`src/rtl/gate_exerciser_pkg.sv`:
```
// Shared definitions for the gate exerciser family: FSM states, the fixed
// vector order applied to each gate, and truth tables for common 2-input gates.
package gate_exerciser_pkg;

    typedef enum logic [1:0] {
        S_IDLE = 2'd0,
        S_RUN  = 2'd1,
        S_DONE = 2'd2
    } state_t;

    // {A,B} applied to the gate under test, in order
    localparam logic [1:0] VEC0 = 2'b11;
    localparam logic [1:0] VEC1 = 2'b01;
    localparam logic [1:0] VEC2 = 2'b10;
    localparam logic [1:0] VEC3 = 2'b00;

    // Truth tables indexed by {A,B}
    localparam logic [3:0] TT_OR   = 4'b1110;
    localparam logic [3:0] TT_AND  = 4'b1000;
    localparam logic [3:0] TT_NAND = 4'b0111;
    localparam logic [3:0] TT_NOR  = 4'b0001;
    localparam logic [3:0] TT_XOR  = 4'b0110;

    localparam int SETTLE_W = 8;

    // Map a vector index onto the {A,B} pair it applies
    function automatic logic [1:0] vec_ab(input logic [1:0] v);
        case (v)
            2'd0:    vec_ab = VEC0;
            2'd1:    vec_ab = VEC1;
            2'd2:    vec_ab = VEC2;
            default: vec_ab = VEC3;
        endcase
    endfunction

    // Put one bit onto lane g of a 4-gate bus, all other lanes low
    function automatic logic [3:0] lane(input logic [1:0] g, input logic val);
        lane    = 4'b0000;
        lane[g] = val;
    endfunction

endpackage

```
`src/rtl/gate_exerciser_settle_timer.sv`:
```
// Loadable down-counter. Loaded with N-1, it raises tc_o during the N-th
// cycle after the load, so the owner acts on exactly the N-th edge.
module gate_exerciser_settle_timer
    import gate_exerciser_pkg::*;
#(
    parameter int W = SETTLE_W
) (
    input  logic         clk_i,
    input  logic         rst_i,
    input  logic         load_i,
    input  logic [W-1:0] load_val_i,
    input  logic         en_i,
    output logic         tc_o
);

    logic [W-1:0] count_q;
    logic [W-1:0] count_d;

    // Load wins over counting; the counter parks at zero until reloaded
    always_comb begin
        count_d = count_q;
        if (load_i) begin
            count_d = load_val_i;
        end else if (en_i && (count_q != '0)) begin
            count_d = count_q - 1'b1;
        end
    end

    // Counter register
    always_ff @(posedge clk_i or posedge rst_i) begin
        if (rst_i) begin
            count_q <= '0;
        end else begin
            count_q <= count_d;
        end
    end

    assign tc_o = en_i && (count_q == '0);

endmodule

```
`src/rtl/gate_exerciser.sv`:
```
// Drives each gate of a quad 2-input device through four {A,B} vectors,
// checks Y after a settle interval and reports pass or the first failure.
//
// Handshake: START is a level request, accepted only in IDLE or DONE on a
// rising edge; while BUSY=1 it is ignored. DONE stays high with PASS and
// FAIL_GATE/FAIL_VEC stable until the next accepted START or RST, so a held
// START deliberately re-triggers a run on the edge after DONE rises.
module gate_exerciser
    import gate_exerciser_pkg::*;
#(
    parameter int unsigned SETTLE_CYCLES = 2,
    parameter logic [3:0]  EXPECT        = TT_OR
) (
    input  logic       CLK,
    input  logic       RST,
    input  logic       START,
    input  logic [3:0] Y,
    output logic [3:0] A,
    output logic [3:0] B,
    output logic       BUSY,
    output logic       DONE,
    output logic       PASS,
    output logic [1:0] FAIL_GATE,
    output logic [1:0] FAIL_VEC,
    output state_t     dbg_state_o
);

    localparam logic [SETTLE_W-1:0] LOAD_VAL = SETTLE_W'(SETTLE_CYCLES - 1);

    state_t     state_q;
    logic [1:0] gate_q;
    logic [1:0] vec_q;
    logic [3:0] a_q;
    logic [3:0] b_q;
    logic       busy_q;
    logic       done_q;
    logic       pass_q;
    logic [1:0] fail_gate_q;
    logic [1:0] fail_vec_q;

    logic       tc;
    logic       accept;
    logic       y_bad;
    logic       last_vec;
    logic       advance;
    logic [1:0] vec_d;
    logic [1:0] gate_d;
    logic [1:0] ab_cur;
    logic [1:0] ab_d;

    // Compare and sequencing decode for the vector currently on the pins
    always_comb begin
        ab_cur   = vec_ab(vec_q);
        y_bad    = (Y[gate_q] !== EXPECT[ab_cur]);
        last_vec = (gate_q == 2'd3) && (vec_q == 2'd3);
        accept   = START && (state_q != S_RUN);
        advance  = (state_q == S_RUN) && tc && !y_bad && !last_vec;
        vec_d    = vec_q + 2'd1;
        gate_d   = (vec_q == 2'd3) ? gate_q + 2'd1 : gate_q;
        ab_d     = vec_ab(vec_d);
    end

    gate_exerciser_settle_timer #(
        .W(SETTLE_W)
    ) u_settle (
        .clk_i      (CLK),
        .rst_i      (RST),
        .load_i     (accept || advance),
        .load_val_i (LOAD_VAL),
        .en_i       (state_q == S_RUN),
        .tc_o       (tc)
    );

    // Run FSM with registered drive and result outputs
    always_ff @(posedge CLK or posedge RST) begin
        if (RST) begin
            state_q     <= S_IDLE;
            gate_q      <= 2'd0;
            vec_q       <= 2'd0;
            a_q         <= 4'b0000;
            b_q         <= 4'b0000;
            busy_q      <= 1'b0;
            done_q      <= 1'b0;
            pass_q      <= 1'b0;
            fail_gate_q <= 2'd0;
            fail_vec_q  <= 2'd0;
        end else begin
            case (state_q)
                S_IDLE, S_DONE: begin
                    if (START) begin
                        state_q     <= S_RUN;
                        gate_q      <= 2'd0;
                        vec_q       <= 2'd0;
                        a_q         <= lane(2'd0, VEC0[1]);
                        b_q         <= lane(2'd0, VEC0[0]);
                        busy_q      <= 1'b1;
                        done_q      <= 1'b0;
                        pass_q      <= 1'b0;
                        fail_gate_q <= 2'd0;
                        fail_vec_q  <= 2'd0;
                    end
                end
                S_RUN: begin
                    if (tc) begin
                        if (y_bad || last_vec) begin
                            state_q <= S_DONE;
                            a_q     <= 4'b0000;
                            b_q     <= 4'b0000;
                            busy_q  <= 1'b0;
                            done_q  <= 1'b1;
                            pass_q  <= !y_bad;
                            if (y_bad) begin
                                fail_gate_q <= gate_q;
                                fail_vec_q  <= vec_q;
                            end
                        end else begin
                            vec_q  <= vec_d;
                            gate_q <= gate_d;
                            a_q    <= lane(gate_d, ab_d[1]);
                            b_q    <= lane(gate_d, ab_d[0]);
                        end
                    end
                end
                default: begin
                    state_q <= S_IDLE;
                end
            endcase
        end
    end

    assign A           = a_q;
    assign B           = b_q;
    assign BUSY        = busy_q;
    assign DONE        = done_q;
    assign PASS        = pass_q;
    assign FAIL_GATE   = fail_gate_q;
    assign FAIL_VEC    = fail_vec_q;
    assign dbg_state_o = state_q;

endmodule

```
`config.mk`:
```
export PLATFORM = sky130hd
export DESIGN_NAME = gate_exerciser
export DESIGN_NICKNAME = d
export VERILOG_FILES = /design/src/rtl/gate_exerciser_pkg.sv /design/src/rtl/gate_exerciser_settle_timer.sv /design/src/rtl/gate_exerciser.sv
export SDC_FILE = /design/constraint.sdc
export NUM_CORES = 1
export LEC_CHECK = 0
export BUFFER_PORTS_ARGS = -buffer_cell sky130_fd_sc_hd__clkbuf_2
export CAP_MARGIN = 30
export CORE_MARGIN = 2
export CORE_UTILIZATION = 55
export DETAILED_ROUTE_END_ITERATION = 10
export PLACE_DENSITY_LB_ADDON = 0.08
export SKIP_CTS_REPAIR_TIMING = 1
export SLEW_MARGIN = 20
export SYNTH_ARGS = -nofsm -noshare
export SYNTH_HDL_FRONTEND = slang
export SYNTH_SLANG_ARGS = --single-unit
export TNS_END_PERCENT = 100
```
`constraint.sdc`:
```
create_clock -name CLK -period 2.45 [get_ports CLK]
set_input_delay 0.1225 -clock CLK [delete_from_list [all_inputs] [get_ports CLK]]
set_output_delay 0.1225 -clock CLK [all_outputs]
set_load 0.05 [all_outputs]
```
==> results of run 1 <==
area by class of cell:
cell class / instances / area [sq um] / area share [%]
flip-flops and latches: 29 / 726 / 40.3
well taps: 31 / 38.8 / 2.15
clock inverters: 1 / 30.0 / 1.67
repair buffers: 29 / 163 / 9.03
multi-input cells: 107 / 771 / 42.8
clock buffers: 7 / 55.1 / 3.06
inverters: 5 / 18.8 / 1.04
power by group:
| part | internal, mW | total [mW] | switching [mW] |
|---|---|---|---|
| clock | 0.244 | 0.408 | 0.164 |
| combinational | 0.494 | 1.37 | 0.872 |
| sequential | 0.673 | 0.860 | 0.187 |
cells by family after synthesis:
kind of cell | count (synthesis) | synth area share (%)
AO/OA/AOI/OAI | 30 | 15.3
XOR/XNOR | 7 | 4.00
adder cells (fa/ha/maj) | 4 | 3.26
buffers and inverters | 8 | 2.45
flip-flops | 29 | 47.3
multiplexers | 8 | 6.85
AND/OR/NAND/NOR | 58 | 20.9
layer usage:
layer  wire length (um)  GRT usage, %  vias to the layer above
li1                   -             -                      591
met1               1440          30.6                      588
met2               1410          34.2                       41
met3                223          5.99                        4
met4                 30          7.31                        0
met5                  0             0                        -
flip-flops by register name, indices dropped and copies added, names as in the netlist:
name	count
u_settle.count_q	8
A	4
B	4
FAIL_GATE	2
FAIL_VEC	2
dbg_state_o	2
gate_q	2
vec_q	2
BUSY	1
DONE	1
PASS	1
per-stage QoR:
| stage | hold slack [ps] | power, mW | setup WS, ps | area, sq um |
|---|---|---|---|---|
| 2_1_floorplan | 201 | 1.92 | 535 | 1530 |
| 3_3_place_gp | 182 | 2.19 | 539 | 1710 |
| 3_5_place_dp | 189 | 2.24 | 470 | 1710 |
| 4_1_cts | -161 | 2.64 | 449 | 1790 |
| 5_1_grt | 145 | 2.82 | 251 | 1800 |
| 6_report | 144 | 2.64 | 422 | 1800 |
worst register-to-register path, delay by kind of cell, from the launching register on:
family,cells,cell delay (ps)
adders and majority gates,1,180
buffers and inverters,1,70
DFF,1,420
muxes,1,160
and+or+nand+nor,3,1070
cell usage in the layout (no fill, tap or decap), types with 2 or more instances in the layout:
cell       n
dfrtp_1   29
clkbuf_2  23
nor2_1    13
nand2_1   13
a22o_1     7
nor2b_1    6
mux2i_1    6
nand2b_1   6
a21oi_1    6
xnor2_1    5
inv_1      5
clkbuf_4   5
buf_4      5
nor3_1     4
ha_1       4
nand3_1    3
or3_1      3
nor3b_1    2
a21o_1     2
o21ai_0    2
o31ai_1    2
o211ai_1   2
xor2_1     2
worst paths after layout:
check | end | slack, ps | cells past startpoint
min | dbg_state_o[1]$_DFFE_PP0P_ | 140 | 3
min reg2reg | DONE$_DFFE_PP0P_ | 490 | 1
min in group asynchronous | u_settle.count_q[5]$_DFFE_PP0P_ | 390 | 4
max reg2reg | gate_q[1]$_DFFE_PP0P_ | 420 | 6
max | gate_q[1]$_DFFE_PP0P_ | 420 | 6
max in group asynchronous | gate_q[0]$_DFFE_PP0P_ | 1800 | 4
==> impl_metrics.json, run 1 <==
{
  "antenna_left": 0,
  "ir_drop_mv": 1.12,
  "skew_ps": 4.62,
  "tightest_slew_ps": 478,
  "syn_avg_cell_area_sq_um": 10.7,
  "path_cells": "inv_1 > ha_1 > nor4b_2 > nand3_1 > nand2b_1 > mux2i_1",
  "port_buffers": 23,
  "syn_to_final_growth_pct": 17.5,
  "cts_buffers": 5,
  "tns_ps": 0,
  "critPathTopFamily": "simple AND/OR/NAND/NOR gates",
  "holdCritStartpoint": "START",
  "rsz0062_at_grt": "no",
  "max_stage_delay_ps": 420,
  "via_per_inst": 5.86,
  "slowest_stage": "dfrtp_1",
  "final-setup-viol-count": 0,
  "start_kind": "flop",
  "cts_tree": "done",
  "route.vias.total": 1224,
  "start_util_pct": 56.6,
  "grt_pass1_wl_mm": 5.48,
  "grt_pass1_vias": 1174,
  "synth_ff_type": "dfrtp_1",
  "drv_slew": 0,
  "max_slew_margin_pct": 68.2,
  "maxCapViolCount": 0,
  "overflow": 0,
  "drc": 0,
  "antenna_found_initial": 0,
  "cts_sinks": 29,
  "dieArea_sq_mm": 0.00323,
  "critPathMaxFanout": 9,
  "layout.cells.non_filler": 209,
  "status": "completed",
  "synth.most_common_cell": "dfrtp_1",
  "seq_area_frac_synth_pct": 47.3,
  "cp-startpoint": "u_settle.count_q[0]$_DFFE_PP0P_",
  "core_area_sq_mm": 0.00271,
  "async_reset_ff_share_pct": 100,
  "grt_max_degree": 30,
  "syn_area_sq_mm": 0.00153,
  "clk-insertion-delay-late_ps": 320,
  "r2r_start": "u_settle.count_q[0]$_DFFE_PP0P_",
  "htreeDepth": 2,
  "layout_min_cycle_time_ps": 2030,
  "post-route-util_pct": 66.5,
  "drive_gt1_share_pct": 23.6,
  "clk_pin_slew_ps": 90,
  "root_buffer": "clkbuf_4",
  "synthDistinctLibCells": 41,
  "synth_edf_count": 0,
  "hp-class": "in2reg",
  "n_antenna_cell": 0,
  "pin_count": 24,
  "power-per-cell-area_mw_per_mm2": 1460,
  "synthCells": 144,
  "synth_area_leaders": "dfrtp_1 (47%), a22o_1 (4.0%), mux2i_1 (3.9%)",
  "critPathArrivalTime_ps": 2220,
  "synth_fp_nets": 155,
  "power.leakage_nw": 0.869,
  "max_freq_mhz": 493,
  "finalHoldViolCount": 0,
  "ys_seq_elements": 29,
  "yosysTopAreaCell": "dfrtp_1",
  "wirelength_mm": 3.11,
  "nNetsFinal": 188,
  "cts_buffer_depth": 2,
  "detail_route.first_pass.iterations": 4,
  "drt_iter0_drc": 24,
  "crit_buf_inv": 1,
  "num-fill-cells": 227,
  "grt_util_all_layers_pct": 22.3,
  "dieHeight_um": 56.8,
  "row_count": 19,
  "critPathKind": "reg2reg",
  "dpl.hpwl_mm": 2.39,
  "required_ps": 2640,
  "ys.warnings.count": 0,
  "wire_per_inst_um": 14.9,
  "place_congestion": 0.903,
  "fp.dieW_um": 56.8,
  "netlist.area_leader.share_pct": 47.3,
  "endpoint_kind": "flop",
  "ys_top_cells_by_count": "dfrtp_1 (29), nand2_1 (13), nor2_1 (13), a22o_1 (7)",
  "dp.cells": 200,
  "post-route-period-util_pct": 82.8
}
Note: power is estimated with default switching activity, not from simulation.
==> inputs of run 2 (changes only) <==
--- a/config.mk
+++ b/config.mk
@@ -8,7 +8,7 @@
 export BUFFER_PORTS_ARGS = -buffer_cell sky130_fd_sc_hd__clkbuf_2
 export CAP_MARGIN = 30
 export CORE_MARGIN = 2
-export CORE_UTILIZATION = 55
+export CORE_UTILIZATION = 50
 export DETAILED_ROUTE_END_ITERATION = 10
 export PLACE_DENSITY_LB_ADDON = 0.08
 export SKIP_CTS_REPAIR_TIMING = 1
==> constraint.sdc (replaced) <==
create_clock -name CLK -period 1.8 [get_ports CLK]
set_input_delay 0.09 -clock CLK [delete_from_list [all_inputs] [get_ports CLK]]
set_output_delay 0.09 -clock CLK [all_outputs]
set_load 0.05 [all_outputs]
==> impl_metrics.json, run 2 (same netlist as run 1, synthesis figures left out) <==
{
  "skew_ps": 12.9,
  "preCtsSetupSlack_ps": -19.3,
  "row_count": 20,
  "grt_pass1_wl_mm": 5.51,
  "dieArea_sq_mm": 0.00353,
  "rsz0062_at_grt": "yes",
  "largest-register": "u_settle.count_q",
  "tightest_slew_ps": 434,
  "max_slew_margin_pct": 71.1,
  "clk-insertion-delay-late_ps": 330,
  "dpl.hpwl_mm": 2.48,
  "place_area_sq_mm": 0.00179,
  "fin_ws_ps": -42.5,
  "critPathKind": "reg2reg",
  "crit_path_end": "u_settle.count_q[2]$_DFFE_PP0P_",
  "drive_gt1_share_pct": 34.6,
  "cp-startpoint": "u_settle.count_q[1]$_DFFE_PP0P_",
  "port_buffers": 23,
  "reg2reg_slack_ps": -40,
  "wirelength_mm": 3.30,
  "cts_buffer_depth": 2,
  "critPathMaxFanout": 4,
  "post-route-period-util_pct": 102,
  "ir_drop_mv": 0.947,
  "drc": 0,
  "n_antenna_cell": 0,
  "fp.dieW_um": 59.4,
  "finalHoldViolCount": 0,
  "dp.cells": 210,
  "cts_sinks": 29,
  "drv_slew": 0,
  "syn_to_final_growth_pct": 25.5,
  "clk_pin_slew_ps": 100,
  "cts_tree": "done",
  "fin_total_pwr_mw": 3.71,
  "maxCapViolCount": 0,
  "grt_util_all_layers_pct": 21.4,
  "via_per_inst": 5.72,
  "power-per-cell-area_mw_per_mm2": 1930,
  "hp-class": "in2reg",
  "start_kind": "flop",
  "power.leakage_nw": 0.931,
  "status": "finished with violations",
  "final-setup-viol-count": 1,
  "root_buffer": "clkbuf_4",
  "endpoint_kind": "flop",
  "r2r_cells": 7,
  "largest_reg_flops": 8,
  "detail_route.first_pass.iterations": 5,
  "layout_min_cycle_time_ps": 1840,
  "mostFrequentLayoutCell": "dfrtp_1",
  "critPathArrivalTime_ps": 2060,
  "wire_per_inst_um": 14.7,
  "htreeDepth": 2,
  "nNetsFinal": 201,
  "antenna_left": 0,
  "post-route-util_pct": 64.7,
  "place_congestion": 0.768,
  "start_util_pct": 51.5,
  "pin_count": 24,
  "core_area_sq_mm": 0.00298,
  "final_cell_mix": "dfrtp_1 (27), clkbuf_2 (23), buf_4 (18), nor2_1 (13), nand2_1 (13)",
  "dieHeight_um": 59.4,
  "stdcell_area_sq_mm": 0.00193,
  "violations": "setup timing",
  "antenna_found_initial": 0,
  "required_ps": 2020,
  "drt_iter0_drc": 57,
  "cts_buffers": 5,
  "r2r_end": "u_settle.count_q[2]$_DFFE_PP0P_",
  "r2r_start": "u_settle.count_q[1]$_DFFE_PP0P_",
  "grt_pass1_vias": 1166,
  "grt_max_degree": 19,
  "overflow": 0,
  "layout.cells.non_filler": 224,
  "max_freq_mhz": 543,
  "route.vias.total": 1281
}
[run 2: cell types whose count changed in the layout (fill, tap and decap cells not counted), sizes merged]
cell	before	now
buf	5	18
clkinv	0	1
bufinv	1	0
[run 2: power by group]
group          switching, mW  total (mW)  internal, mW  leakage (nW)
Sequential             0.249        1.17         0.917         0.357
Clock                  0.227       0.453         0.226        0.0413
Combinational           1.25        2.09         0.849         0.533
[run 2: worst min path at each step]
stage | cells after the start | startpoint | slack [ps] | end
2_1_floorplan | 1 | RST | 170 | A[0]$_DFFE_PP0P_
3_3_place_gp | 2 | RST | 80 | DONE$_DFFE_PP0P_
5_1_grt | 3 | START | 120 | dbg_state_o[1]$_DFFE_PP0P_
6_report | 3 | START | 110 | dbg_state_o[1]$_DFFE_PP0P_
4_1_cts | 2 | RST | -260 | BUSY$_DFFE_PP0P_
3_5_place_dp | 2 | RST | 90 | BUSY$_DFFE_PP0P_
[run 2: cell type report]
type                            instances  area, sq um
Sequential cell                        29          728
Clock buffer                            7         65.1
Clock inverter                          1         5.00
Tap cell                               33         41.3
Multi-Input combinational cell        107          807
Fill cell                             254         1050
Timing Repair Buffer                   42          260
Inverter                                5         18.8
[run 2: through the flow]
step,hold WS (ps),setup TNS [ps]
after floorplan,168,-161
after global placement,78.5,0
after detailed placement,94.1,-21.8
after CTS,-265,-80.1
after global routing,124,-1700
final,108,-42.5
[run 2: critical path: stages, from the launching register on]
cell,delay (ps)
dfrtp_1,410
inv_1,70
ha_2,170
or4b_4,480
o211ai_1,240
buf_4,150
xor2_1,160
nor2_1,60
[run 2: per-layer routing]
metal	GRT usage (%)	part of all wire [%]
met5	0	0
met4	8.77	2.0
met3	6.11	3.7
met2	32.2	47
met1	29.1	47
